<file path="config.mk">
export PLATFORM = sky130hd
export DESIGN_NAME = scoreboard
export DESIGN_NICKNAME = d
export VERILOG_FILES = /design/src/rtl/scoreboard.sv
export SDC_FILE = /design/constraint.sdc
export NUM_CORES = 1
export LEC_CHECK = 0
export ABC_CLOCK_PERIOD_IN_PS = 3400
export CAP_MARGIN = 20
export CORE_MARGIN = 5
export CORE_UTILIZATION = 65
export DETAILED_ROUTE_END_ITERATION = 10
export DONT_BUFFER_PORTS = 1
export PLACE_DENSITY = 0.81
export SLEW_MARGIN = 20
export SYNTH_ARGS = -nofsm -noshare
export SYNTH_HDL_FRONTEND = slang
export SYNTH_SLANG_ARGS = --single-unit
</file>
<file path="constraint.sdc">
create_clock -name clk -period 3.4 [get_ports clk]
set_clock_uncertainty 0.05 [all_clocks]
set_input_delay 0.34 -clock clk [delete_from_list [all_inputs] [get_ports clk]]
set_output_delay 0.34 -clock clk [all_outputs]
set_load 0.05 [all_outputs]
</file>
<file path="src/rtl/scoreboard.sv">
// Register scoreboard: per-register pending-write counters
// with hazard lookup, write-first bypass and sticky error.
module scoreboard #(
  parameter int NREG = 32,
  parameter int CW   = 2
) (
  input  logic            clk,
  input  logic            reset_x,
  input  logic [4:0]      Di_rs1,
  input  logic [4:0]      Di_rs2,
  input  logic [4:0]      Di_rd,
  input  logic            Di_regWrite,
  input  logic            Di_issue,
  input  logic [4:0]      Ei_rd,
  input  logic            Ei_regWrite,
  input  logic            Ei_cancel,
  input  logic [4:0]      Wi_rd,
  input  logic            Wi_regWrite,
  output logic            Do_rs1Busy,
  output logic            Do_rs2Busy,
  output logic            Do_stall,
  output logic [NREG-1:0] Ao_busyMap,
  output logic            Ao_error
);

  localparam int NW   = CW + 2;
  localparam int CMAX = (1 << CW) - 1;
  localparam logic signed [NW-1:0] CMAX_S = NW'(CMAX);

  logic [CW-1:0]   cnt    [NREG];
  logic [CW-1:0]   cnt_nx [NREG];
  logic [NREG-1:0] ovf;
  logic [NREG-1:0] inc_v;
  logic [NREG-1:0] canc_v;
  logic [NREG-1:0] ret_v;
  logic            inc;
  logic            canc;
  logic            ret;
  logic [CW-1:0]   c1;
  logic [CW-1:0]   c2;
  logic            byp1;
  logic            byp2;

  assign inc  = Di_issue & Di_regWrite
              & (Di_rd != 5'd0);
  assign canc = Ei_cancel & Ei_regWrite
              & (Ei_rd != 5'd0);
  assign ret  = Wi_regWrite
              & (Wi_rd != 5'd0);

  // Decode the three events into per-register strobes.
  always_comb begin
    inc_v  = '0;
    canc_v = '0;
    ret_v  = '0;
    if (inc && int'(Di_rd) < NREG)
      inc_v[Di_rd] = 1'b1;
    if (canc && int'(Ei_rd) < NREG)
      canc_v[Ei_rd] = 1'b1;
    if (ret && int'(Wi_rd) < NREG)
      ret_v[Wi_rd] = 1'b1;
  end

  // Net update per register with saturation and clamping.
  always_comb begin
    logic signed [NW-1:0] sum;
    sum = '0;
    ovf = '0;
    for (int r = 0; r < NREG; r++) begin
      cnt_nx[r] = '0;
      if (r != 0) begin
        sum = NW'(cnt[r])
            + NW'(inc_v[r])
            - NW'(canc_v[r])
            - NW'(ret_v[r]);
        unique case (1'b1)
          (sum < 0): begin
            cnt_nx[r] = '0;
            ovf[r]    = 1'b1;
          end
          (sum > CMAX_S): begin
            cnt_nx[r] = CW'(CMAX);
            ovf[r]    = 1'b1;
          end
          default: begin
            cnt_nx[r] = sum[CW-1:0];
          end
        endcase
      end
    end
  end

  // Counter state and sticky error; reset discards everything.
  always_ff @(posedge clk or posedge reset_x) begin
    if (reset_x) begin
      for (int r = 0; r < NREG; r++)
        cnt[r] <= '0;
      Ao_error <= 1'b0;
    end else begin
      cnt <= cnt_nx;
      if (|ovf)
        Ao_error <= 1'b1;
    end
  end

  // Busy map reflects registered counts only.
  always_comb begin
    Ao_busyMap = '0;
    for (int r = 1; r < NREG; r++)
      Ao_busyMap[r] = (cnt[r] != '0);
  end

  assign c1 = (int'(Di_rs1) < NREG)
            ? cnt[Di_rs1] : '0;
  assign c2 = (int'(Di_rs2) < NREG)
            ? cnt[Di_rs2] : '0;

  // A last pending write retiring now is forwarded
  // by the register file, so it does not block.
  assign byp1 = ret & (Wi_rd == Di_rs1)
              & (c1 == CW'(1));
  assign byp2 = ret & (Wi_rd == Di_rs2)
              & (c2 == CW'(1));

  assign Do_rs1Busy = ~reset_x
                    & (Di_rs1 != 5'd0)
                    & (c1 != '0) & ~byp1;
  assign Do_rs2Busy = ~reset_x
                    & (Di_rs2 != 5'd0)
                    & (c2 != '0) & ~byp2;
  assign Do_stall   = Do_rs1Busy | Do_rs2Busy;

endmodule

</file>
Word level (Yosys, flattened, before mapping)
Index checks and enable logic that the tools add are counted.

word-level totals
  output and inout port bits = 36
  register bits = 63
  input bits = 32
  logic and storage cells = 370

operators by class
  multiplexer cells = 77
  add/subtract/negate cells = 93
  order comparisons = 70
  bitwise operators = 21
  equal/unequal tests = 4
  reductions and logical operators = 73

operator list
  operator              count
  $gt A4 B3 Y1 const B  31
  $lt A4 B1 Y1 const B  31
  $pmux W2 S2           31
  $sub A3 B1 Y4         31
  $sub A4 B1 Y4         31
  $mux W32              3
  $add A2 B1 Y3         31
  $reduce_bool A2 Y1    33
  $reduce_or A2 Y1      31
  $mux W1               34
  $reduce_or A31 Y1     1
  $reduce_bool A5 Y1    5
  $bmux W2 S5           2
  $lt A5 B6 Y1 const B  3
  $and A1 B1 Y1         15
  $demux W1 S5          3
  $ge A5 B1 Y1 const B  3
  $ge A6 B6 Y1 const B  2
  $not A5 Y6            2
  $eq A5 B5 Y1          2
  $mux W2               4
  $eq A2 B1 Y1 const B  2
  $logic_and A1 B1 Y1   3
  $not A1 Y1            3
  $or A1 B1 Y1          1

Longest topological paths before layout
Gate-level depths: netlist of the first run.

  depth after elaboration = 12
  mapped depth = 14
  mapped depth without buffers = 13

Worst setup path after synthesis of the first run
OpenSTA, ideal clock, no wires.

  path kind = in2reg
  from = input port Wi_rd[4]
  to = register Ao_error
  data required time = 3.211 ns
  buffers on the path = 1
  arrival time = 3.405 ns
  stages = 13
  setup time = 0.139 ns
  slack = -0.193 ns
  path through = clkbuf_1 -> or3_1 -> o31a_1 -> nand2_1 -> nor2_1 -> fa_1 -> inv_1 -> ha_1 -> ha_1 -> ha_1 -> nor4_1 -> nand4_1 -> or4_1

between the ends
  cells in the longest elaborated chain, start to end = 10
  elaborated cells between the ends (all ways) = 164
  those cells by class = add/sub (31); order compare (64); mux (34); bitwise (1); reduce/logical (34)

RTL lines
  element                                                             RTL line  source
  start, declared                                                     17        input logic [4:0] Wi_rd,
  $lt A5 B6 Y1 (implied by the code) or $ge A5 B1 Y1 (tied branches)  61        ret_v[Wi_rd] = 1'b1;
  $logic_and A1 B1 Y1 (implied by the code)                           61
  $mux W1 (implied by the code)                                       61
  $demux W1 S5                                                        61
  $mux W32 *                                                          60        if (ret && int'(Wi_rd) < NREG)
  $sub A4 B1 Y4                                                       75        - NW'(ret_v[r]);
  $lt A4 B1 Y1 or $gt A4 B3 Y1 (tied branches)                        77, 81
  $reduce_or A2 Y1 (no line)                                          --
  $mux W1                                                             76        unique case (1'b1)
  $reduce_or A31 Y1 *                                                 101       if (|ovf)
  end signal, assigned                                                98        Ao_error <= 1'b0;
  end signal, assigned                                                102       Ao_error <= 1'b1;
  end, declared                                                       23        output logic Ao_error

Every way passes the cells marked *; elsewhere a longest branch is shown, timed or not.
A chain may end at the register's enable or synchronous reset.

Final worst setup path of the first run
  from = input port Wi_rd[3]
  to = register Ao_error

The elaborated chain is that of the path after synthesis.

==> results of run 1 <==
## critical path, stage by stage
cell	delay [ps]
sky130_fd_sc_hd__or3_4	370
sky130_fd_sc_hd__o31a_1	330
sky130_fd_sc_hd__nand2_4	150
sky130_fd_sc_hd__buf_12	120
sky130_fd_sc_hd__nor2_2	40
sky130_fd_sc_hd__fa_2	520
sky130_fd_sc_hd__inv_1	40
sky130_fd_sc_hd__ha_2	180
sky130_fd_sc_hd__ha_2	180
sky130_fd_sc_hd__ha_1	200
sky130_fd_sc_hd__nor4_1	280
sky130_fd_sc_hd__nand4_1	190
sky130_fd_sc_hd__or4_1	530
## cell usage after synthesis, drive strengths merged, types with 12 or more instances
master	instances
ha	155
nor2	108
buf	14
dfrtp	63
mux2i	20
nand2	55
inv	221
mux2	41
nor4	15
fa	62
clkbuf	12
nor3	15
## power by group
part	internal, µW	leakage (µW)	switching (µW)
clock	490	0.000126	379
combinational	738	0.00367	1740
sequential	1050	0.000782	351
total	2270	0.00458	2470
## final cells by class
cell class / instances / area, µm²
Clock inverter: 4 / 22.5
Tap cell: 172 / 215
Clock buffer: 12 / 236
Inverter: 221 / 830
Fill cell: 930 / 3470
Antenna cell: 1 / 2.50
Multi-Input combinational cell: 590 / 5670
Timing Repair Buffer: 52 / 443
Sequential cell: 63 / 1580
## worst max path at each step
stage / endpoint / slack [ps] / cells after the start
6_report: Ao_error$_DFFE_PP0P_ / 100 / 13
5_1_grt: Ao_error$_DFFE_PP0P_ / -8 / 13
4_1_cts: Ao_error$_DFFE_PP0P_ / 140 / 14
3_5_place_dp: Ao_error$_DFFE_PP0P_ / -230 / 14
3_3_place_gp: Ao_error$_DFFE_PP0P_ / -110 / 14
2_1_floorplan: Ao_error$_DFFE_PP0P_ / 1 / 14
## registers in the layout (all words and copies together), names as in the netlist
signal	flops
Ao_error	1
cnt	62
## metal layers
metal	part of all wire (%)	up-vias	GRT usage [%]
met3	9.8	112	9.01
met1	38	3233	41.2
met2	46	357	53.7
met5	0.055	-	0
met4	6.4	2	21.1
li1	-	2892	-
## cells by family after synthesis
family	count (synthesis)	share of synthesized area (%)
adder cells (fa/ha/maj)	217	38.9
XOR/XNOR	10	1.07
buffers and inverters	247	11.8
flip-flops	63	19.3
AO/OA/AOI/OAI	41	4.03
multiplexers	71	10.9
other	1	0.0459
AND/OR/NAND/NOR	250	14.1
## metrics by stage
step,instances,utilization (%)
final,1115,72.2
after global routing,1114,72.2
after CTS,1114,72.1
after detailed placement,1097,69.9
after global placement,1097,69.9
after floorplan,900,-
## repair_timing
| item | CTS | global route |
|---|---|---|
| setup endpoints to repair | 0 | 1 |
| hold buffers | 1 | 0 |
| hold endpoints to repair | 31 | 0 |
| gates resized for setup | 0 | 2 |
==> impl_metrics.prom, run 1 <==
# TYPE chip_impl_metric gauge
chip_impl_info{name="outcome",value="completed"} 1
chip_impl_metric{name="post-route-worst-setup-slack",unit="ps"} 99.9
chip_impl_metric{name="worstSkewPairLatency",unit="ps"} 350
chip_impl_metric{name="track_usage",unit="%"} 33.9
chip_impl_metric{name="die_area",unit="µm²"} 14900
chip_impl_metric{name="dpl_cell_area",unit="µm²"} 8720
chip_impl_metric{name="post_layout_inst_area",unit="µm²"} 9000
chip_impl_metric{name="p_per_area",unit="nW/µm²"} 527
chip_impl_info{name="synth_area_leader_cell",value="sky130_fd_sc_hd__ha_1"} 1
chip_impl_metric{name="synth_fp_nets",unit=""} 1149
chip_impl_metric{name="synth_largest_type_area_fraction",unit="%"} 23.7
chip_impl_info{name="holdCritPathClass",value="primary input to flip-flop"} 1
chip_impl_metric{name="cts-root-to-sink-buffers",unit=""} 2
chip_impl_metric{name="tns",unit="ps"} 0
chip_impl_info{name="startpoint",value="Wi_rd[3]"} 1
chip_impl_info{name="timing.rr.end",value="Ao_error$_DFFE_PP0P_"} 1
chip_impl_metric{name="area_growth",unit="%"} 10.1
chip_impl_metric{name="initial_antenna_violation_count",unit=""} 1
chip_impl_metric{name="globalRouteOverflowTotal",unit=""} 0
chip_impl_info{name="layout.cells.most_common_list",value="sky130_fd_sc_hd__inv_1 (220), sky130_fd_sc_hd__ha_1 (151), sky130_fd_sc_hd__nor2_1 (107)"} 1
chip_impl_info{name="critical_path.reg2reg.startpoint",value="cnt[20]$_DFF_PP0_"} 1
chip_impl_info{name="layout_commonest_cell",value="sky130_fd_sc_hd__inv_1"} 1
chip_impl_metric{name="finalNetCount",unit=""} 1186
chip_impl_metric{name="min_delay_path_depth",unit=""} 3
chip_impl_metric{name="cts_num_sinks",unit=""} 63
chip_impl_info{name="hp-start",value="Di_rd[0]"} 1
chip_impl_metric{name="detail_route.vias_per_cell",unit=""} 5.92
chip_impl_metric{name="grt_pass1_vias",unit=""} 6885
chip_impl_metric{name="via_count",unit=""} 6596
chip_impl_metric{name="synthDistinctLibCells",unit=""} 41
chip_impl_metric{name="timing.critical_path.fanout_max",unit=""} 10
chip_impl_metric{name="worst_slew_pin_slew",unit="ps"} 794
chip_impl_metric{name="leakage",unit="µW"} 0.00458
chip_impl_metric{name="maximum_level_of_the_cts_h_tree",unit=""} 3
chip_impl_metric{name="io-pin-count",unit=""} 68
chip_impl_metric{name="synth.yosys.warnings",unit=""} 0
chip_impl_metric{name="hold-worst-slack",unit="ps"} 449
chip_impl_metric{name="timing.final.hold_violations",unit=""} 0
chip_impl_metric{name="drt_drc_violations_left",unit=""} 0
chip_impl_metric{name="fp.dieW",unit="µm"} 122
chip_impl_metric{name="post_synth_instance_area",unit="µm²"} 8180
chip_impl_metric{name="cts_setup_buffers",unit=""} 0
chip_impl_metric{name="timing.reg2reg.worst_path_depth",unit=""} 9
chip_impl_info{name="min_delay_worst_endpoint",value="cnt[54]$_DFF_PP0_"} 1
chip_impl_info{name="synth.top_cells.by_area",value="sky130_fd_sc_hd__ha_1 (24%), sky130_fd_sc_hd__dfrtp_1 (19%), sky130_fd_sc_hd__fa_1 (15%), sky130_fd_sc_hd__inv_1 (10%), sky130_fd_sc_hd__mux2_2 (5.6%)"} 1
chip_impl_metric{name="detail-route-antenna-nets",unit=""} 0
chip_impl_metric{name="synthArstFlopShare",unit="%"} 100
chip_impl_info{name="clk_root_buffer_cell",value="sky130_fd_sc_hd__clkbuf_16"} 1
chip_impl_info{name="worstSetupPathType",value="primary input to flip-flop"} 1
chip_impl_metric{name="yosysSeqAreaShare",unit="%"} 19.3
chip_impl_metric{name="wirelength",unit="µm"} 23800
chip_impl_metric{name="drv_slew",unit=""} 0
chip_impl_info{name="cp-end-kind",value="flip-flop"} 1
chip_impl_metric{name="route.detailed.wl_per_inst",unit="µm"} 21.3
chip_impl_metric{name="drv_cap",unit=""} 0
chip_impl_metric{name="max_freq",unit="MHz"} 303
chip_impl_metric{name="grt_max_degree",unit=""} 33
chip_impl_metric{name="place.detailed.hpwl",unit="µm"} 19200
chip_impl_metric{name="vdd_drop_max",unit="V"} 0.000383
chip_impl_metric{name="final-setup-viol-count",unit=""} 0
chip_impl_metric{name="drt_first_iter_violations",unit=""} 519
chip_impl_metric{name="min_period_over_period",unit="%"} 97.1
chip_impl_metric{name="row_count",unit=""} 41
chip_impl_metric{name="total_power",unit="µW"} 4740
chip_impl_metric{name="synthesis.instances",unit=""} 900
chip_impl_metric{name="synth.ff_latch_count",unit=""} 63
chip_impl_metric{name="required",unit="ps"} 3580
chip_impl_metric{name="grt_pass1_wl",unit="µm"} 37300
chip_impl_metric{name="post_synth.cell_area_avg",unit="µm²"} 9.08
chip_impl_metric{name="die_height",unit="µm"} 122
chip_impl_metric{name="io_buffers",unit=""} 0
chip_impl_info{name="tritoncts",value="built"} 1
chip_impl_metric{name="finalWeightedCongestion",unit=""} 1.01
chip_impl_metric{name="first_pass_iters",unit=""} 7
chip_impl_metric{name="share_of_final_layout_standard_cells_stronger_than_drive_strength_1",unit="%"} 13.9
chip_impl_metric{name="initial_standard_cell_utilization_of_the_core",unit="%"} 65.6
chip_impl_metric{name="pre_cts_ws",unit="ps"} -229
chip_impl_metric{name="period_minus_slack",unit="ps"} 3300
chip_impl_metric{name="synth_enable_flop_cells",unit=""} 0
chip_impl_metric{name="reg2reg_slack",unit="ps"} 320
chip_impl_metric{name="worst_ep_arrival_time",unit="ps"} 3480
chip_impl_info{name="category_of_the_worst_setup_path_launch_point",value="primary input"} 1
chip_impl_metric{name="worst_slew_margin_relative_to_its_limit",unit="%"} 47.0
chip_impl_info{name="synth_flop_cell",value="sky130_fd_sc_hd__dfrtp_1"} 1
chip_impl_metric{name="core-area",unit="µm²"} 12500
chip_impl_metric{name="clk_pin_slew",unit="ps"} 60
chip_impl_metric{name="tritoncts.num_buffers",unit=""} 9
Power figures use the tool's default switching activity.
==> run 2, diff against run 1 <==
ABC_CLOCK_PERIOD_IN_PS = default   (was 3400)
CORE_ASPECT_RATIO = 1.1   (was default)
CORE_UTILIZATION = 45   (was 65)
PLACE_DENSITY = default   (was 0.81)
==> run 2 against run 1 <==
Against the previous run:
- the flow now finishes with violations (hold timing)
- core utilization is 21 points lower
- critical path depth did not move
- maximum frequency is 1.9% higher
- cell area is 2.0% higher
- first-iteration DRC count is 7.5% lower
- clock power is 27% higher
- sequential share of layout area down 0.35 points
- critical path type unchanged
- largest power group unchanged
==> impl_metrics.prom, run 2 (same netlist as run 1, synthesis figures left out) <==
# TYPE chip_impl_metric gauge
chip_impl_metric{name="drt_drc_violations_left",unit=""} 0
chip_impl_metric{name="worst_ep_arrival_time",unit="ps"} 3410
chip_impl_metric{name="io-pin-count",unit=""} 68
chip_impl_metric{name="met2_grt_util",unit="%"} 39.8
chip_impl_metric{name="final-setup-viol-count",unit=""} 0
chip_impl_info{name="largestRegisters",value="cnt (62), Ao_error (1)"} 1
chip_impl_metric{name="via_count",unit=""} 6291
chip_impl_metric{name="hold-worst-slack",unit="ps"} -50.6
chip_impl_metric{name="min_period_over_period",unit="%"} 95.2
chip_impl_metric{name="worst_slew_margin_relative_to_its_limit",unit="%"} 43.1
chip_impl_metric{name="area_growth",unit="%"} 12.3
chip_impl_metric{name="share_of_final_layout_standard_cells_stronger_than_drive_strength_1",unit="%"} 14.6
chip_impl_info{name="grt_busiest_layer",value="met2"} 1
chip_impl_metric{name="timing.critical_path.fanout_max",unit=""} 10
chip_impl_metric{name="worstSkewPairLatency",unit="ps"} 350
chip_impl_metric{name="detail-route-antenna-nets",unit=""} 0
chip_impl_metric{name="drv_cap",unit=""} 0
chip_impl_metric{name="worst_slew_pin_slew",unit="ps"} 853
chip_impl_info{name="outcome",value="finished, violations left"} 1
chip_impl_metric{name="initial_antenna_violation_count",unit=""} 0
chip_impl_metric{name="vdd_drop_max",unit="V"} 0.000252
chip_impl_metric{name="cts_setup_buffers",unit=""} 0
chip_impl_info{name="worstSetupPathType",value="primary input to flip-flop"} 1
chip_impl_metric{name="cts_hold_repair.buffers",unit=""} 0
chip_impl_metric{name="post_cts_resized",unit=""} 0
chip_impl_metric{name="p_per_area",unit="nW/µm²"} 539
chip_impl_metric{name="comb_power_share",unit="%"} 49.7
chip_impl_metric{name="route.detailed.wl_per_inst",unit="µm"} 20.9
chip_impl_metric{name="post-route-util",unit="%"} 51.6
chip_impl_metric{name="grt.met1_usage",unit="%"} 30.3
chip_impl_info{name="cp-end-kind",value="flip-flop"} 1
chip_impl_info{name="rsz0062_at_grt",value="no"} 1
chip_impl_metric{name="grt_pass1_wl",unit="µm"} 38000
chip_impl_info{name="clk_root_buffer_cell",value="sky130_fd_sc_hd__clkbuf_16"} 1
chip_impl_metric{name="finalNetCount",unit=""} 1188
chip_impl_metric{name="fp.dieW",unit="µm"} 139
chip_impl_info{name="crit_chain",value="or3_4 > o31a_1 > nand2_4 > nor2_2 > fa_2 > ha_1 > inv_1 > ha_2 > inv_1 > ha_1 > nor4_1 > nand4_1 > or4_1"} 1
chip_impl_info{name="timing.critical_path.max_delay_family",value="simple AND/OR/NAND/NOR gates"} 1
chip_impl_metric{name="grt_pass1_vias",unit=""} 6503
chip_impl_metric{name="cts-root-to-sink-buffers",unit=""} 2
chip_impl_info{name="failed_checks",value="hold timing"} 1
chip_impl_metric{name="first_pass_iters",unit=""} 5
chip_impl_metric{name="seq_power_share",unit="%"} 28.2
chip_impl_metric{name="row_count",unit=""} 51
chip_impl_metric{name="dpl_cell_area",unit="µm²"} 8820
chip_impl_metric{name="maximum_level_of_the_cts_h_tree",unit=""} 3
chip_impl_metric{name="leakage",unit="µW"} 0.00463
chip_impl_metric{name="die_area",unit="µm²"} 21000
chip_impl_metric{name="sw_ratio",unit="%"} 49.9
chip_impl_metric{name="die_height",unit="µm"} 151
chip_impl_metric{name="detail_route.vias_per_cell",unit=""} 5.32
chip_impl_metric{name="wirelength",unit="µm"} 24700
chip_impl_metric{name="finalWeightedCongestion",unit=""} 0.993
chip_impl_info{name="largest_register",value="cnt"} 1
chip_impl_metric{name="timing.final.hold_violations",unit=""} 41
chip_impl_metric{name="grt_max_degree",unit=""} 44
chip_impl_metric{name="post_layout_inst_area",unit="µm²"} 9180
chip_impl_info{name="category_of_the_worst_setup_path_launch_point",value="primary input"} 1
chip_impl_info{name="critical_path.slowest_cell",value="sky130_fd_sc_hd__or4_1"} 1
chip_impl_metric{name="cp_num_buf_inv",unit=""} 2
chip_impl_metric{name="required",unit="ps"} 3570
chip_impl_metric{name="io_buffers",unit=""} 0
chip_impl_metric{name="track_usage",unit="%"} 24.4
chip_impl_info{name="layout.cells.most_common_list",value="sky130_fd_sc_hd__inv_1 (220), sky130_fd_sc_hd__ha_1 (151), sky130_fd_sc_hd__nor2_1 (107)"} 1
chip_impl_metric{name="drv_slew",unit=""} 0
chip_impl_metric{name="post-place-cells",unit=""} 1166
chip_impl_metric{name="global_route.usage.met3",unit="%"} 5.05
chip_impl_info{name="tritoncts",value="built"} 1
chip_impl_metric{name="core-area",unit="µm²"} 17800
chip_impl_metric{name="p_switching",unit="µW"} 2470
chip_impl_metric{name="tritoncts.num_buffers",unit=""} 9
chip_impl_metric{name="filler_cell_count",unit=""} 1690
chip_impl_metric{name="place.detailed.hpwl",unit="µm"} 20300
chip_impl_metric{name="clk_pin_slew",unit="ps"} 60
chip_impl_metric{name="cts_num_sinks",unit=""} 63
chip_impl_metric{name="initial_standard_cell_utilization_of_the_core",unit="%"} 45.9
chip_impl_info{name="layout_commonest_cell",value="sky130_fd_sc_hd__inv_1"} 1
chip_impl_metric{name="antenna-diode-count",unit=""} 0
chip_impl_metric{name="largest_reg_flops",unit=""} 62
chip_impl_metric{name="globalRouteOverflowTotal",unit=""} 0
chip_impl_metric{name="slowest_delay",unit="ps"} 530
chip_impl_metric{name="drt_first_iter_violations",unit=""} 480
chip_impl_metric{name="max_freq",unit="MHz"} 309
chip_impl_metric{name="finish.cell_count_without_fillers",unit=""} 1182
chip_impl_metric{name="part_of_the_total_power_dissipated_in_the_clock_network",unit="%"} 22.1
chip_impl_metric{name="power.internal",unit="µW"} 2480
chip_impl_metric{name="period_minus_slack",unit="ps"} 3240
chip_impl_info{name="holdCritPathClass",value="primary input to asynchronous set/reset pin"} 1
==> run 2: cell count changes in the layout (fill, tap and decap cells not counted), sizes merged <==
cell,previous run,this run
buf,51,54
bufinv,0,2
clkinv,3,2
diode,1,0
dlygate4sd3,1,0
inv,221,220
==> run 2: final cells by class <==
| cell class | count | area [µm²] | share of cell area (%) |
|---|---|---|---|
| inverter | 221 | 831 | 9.05 |
| sequential | 63 | 1580 | 17.2 |
| timing repair buffer | 54 | 455 | 4.96 |
| clock buffer | 12 | 267 | 2.90 |
| multi-input combinational | 590 | 5680 | 61.9 |
| clock inverter | 4 | 76.3 | 0.831 |
| tap | 238 | 298 | 3.24 |
==> run 2: final timing paths <==
path | from | slack [ps] | depth (start not counted) | to
worst min-delay path | reset_x | -50 | 1 | cnt[42]$_DFF_PP0_
worst min register to register | cnt[19]$_DFF_PP0_ | 520 | 1 | cnt[19]$_DFF_PP0_
min in group clk | Di_rd[0] | 460 | 3 | cnt[54]$_DFF_PP0_
worst max register to register | cnt[36]$_DFF_PP0_ | 390 | 11 | Ao_error$_DFFE_PP0P_
worst max-delay path | Wi_rd[3] | 160 | 13 | Ao_error$_DFFE_PP0P_
max in group asynchronous | reset_x | 2620 | 2 | cnt[49]$_DFF_PP0_
==> run 2: metal layers <==
metal | share of wire, % | vias up
li1 | - | 2902
met1 | 41 | 3073
met2 | 47 | 241
met3 | 7.3 | 75
met4 | 5.5 | 0
met5 | 0 | -
==> run 2: through the flow <==
step	power, µW	setup WS [ps]	TNS [ps]
after global placement	3830	-170	-170
after CTS	4990	63.2	0
after detailed placement	3880	-304	-304
after global routing	5320	32.0	0
after floorplan	3330	1.08	0
final	4950	162	0
==> run 2: power by group through the flow <==
| stage | logic (µW) | registers (µW) | clock network [µW] |
|---|---|---|---|
| after floorplan | 2070 | 1260 | 0 |
| after global placement | 2440 | 1390 | 0 |
| after detailed placement | 2470 | 1410 | 0 |
| after CTS | 2480 | 1390 | 1110 |
| after global routing | 2720 | 1440 | 1150 |
| final | 2460 | 1390 | 1100 |
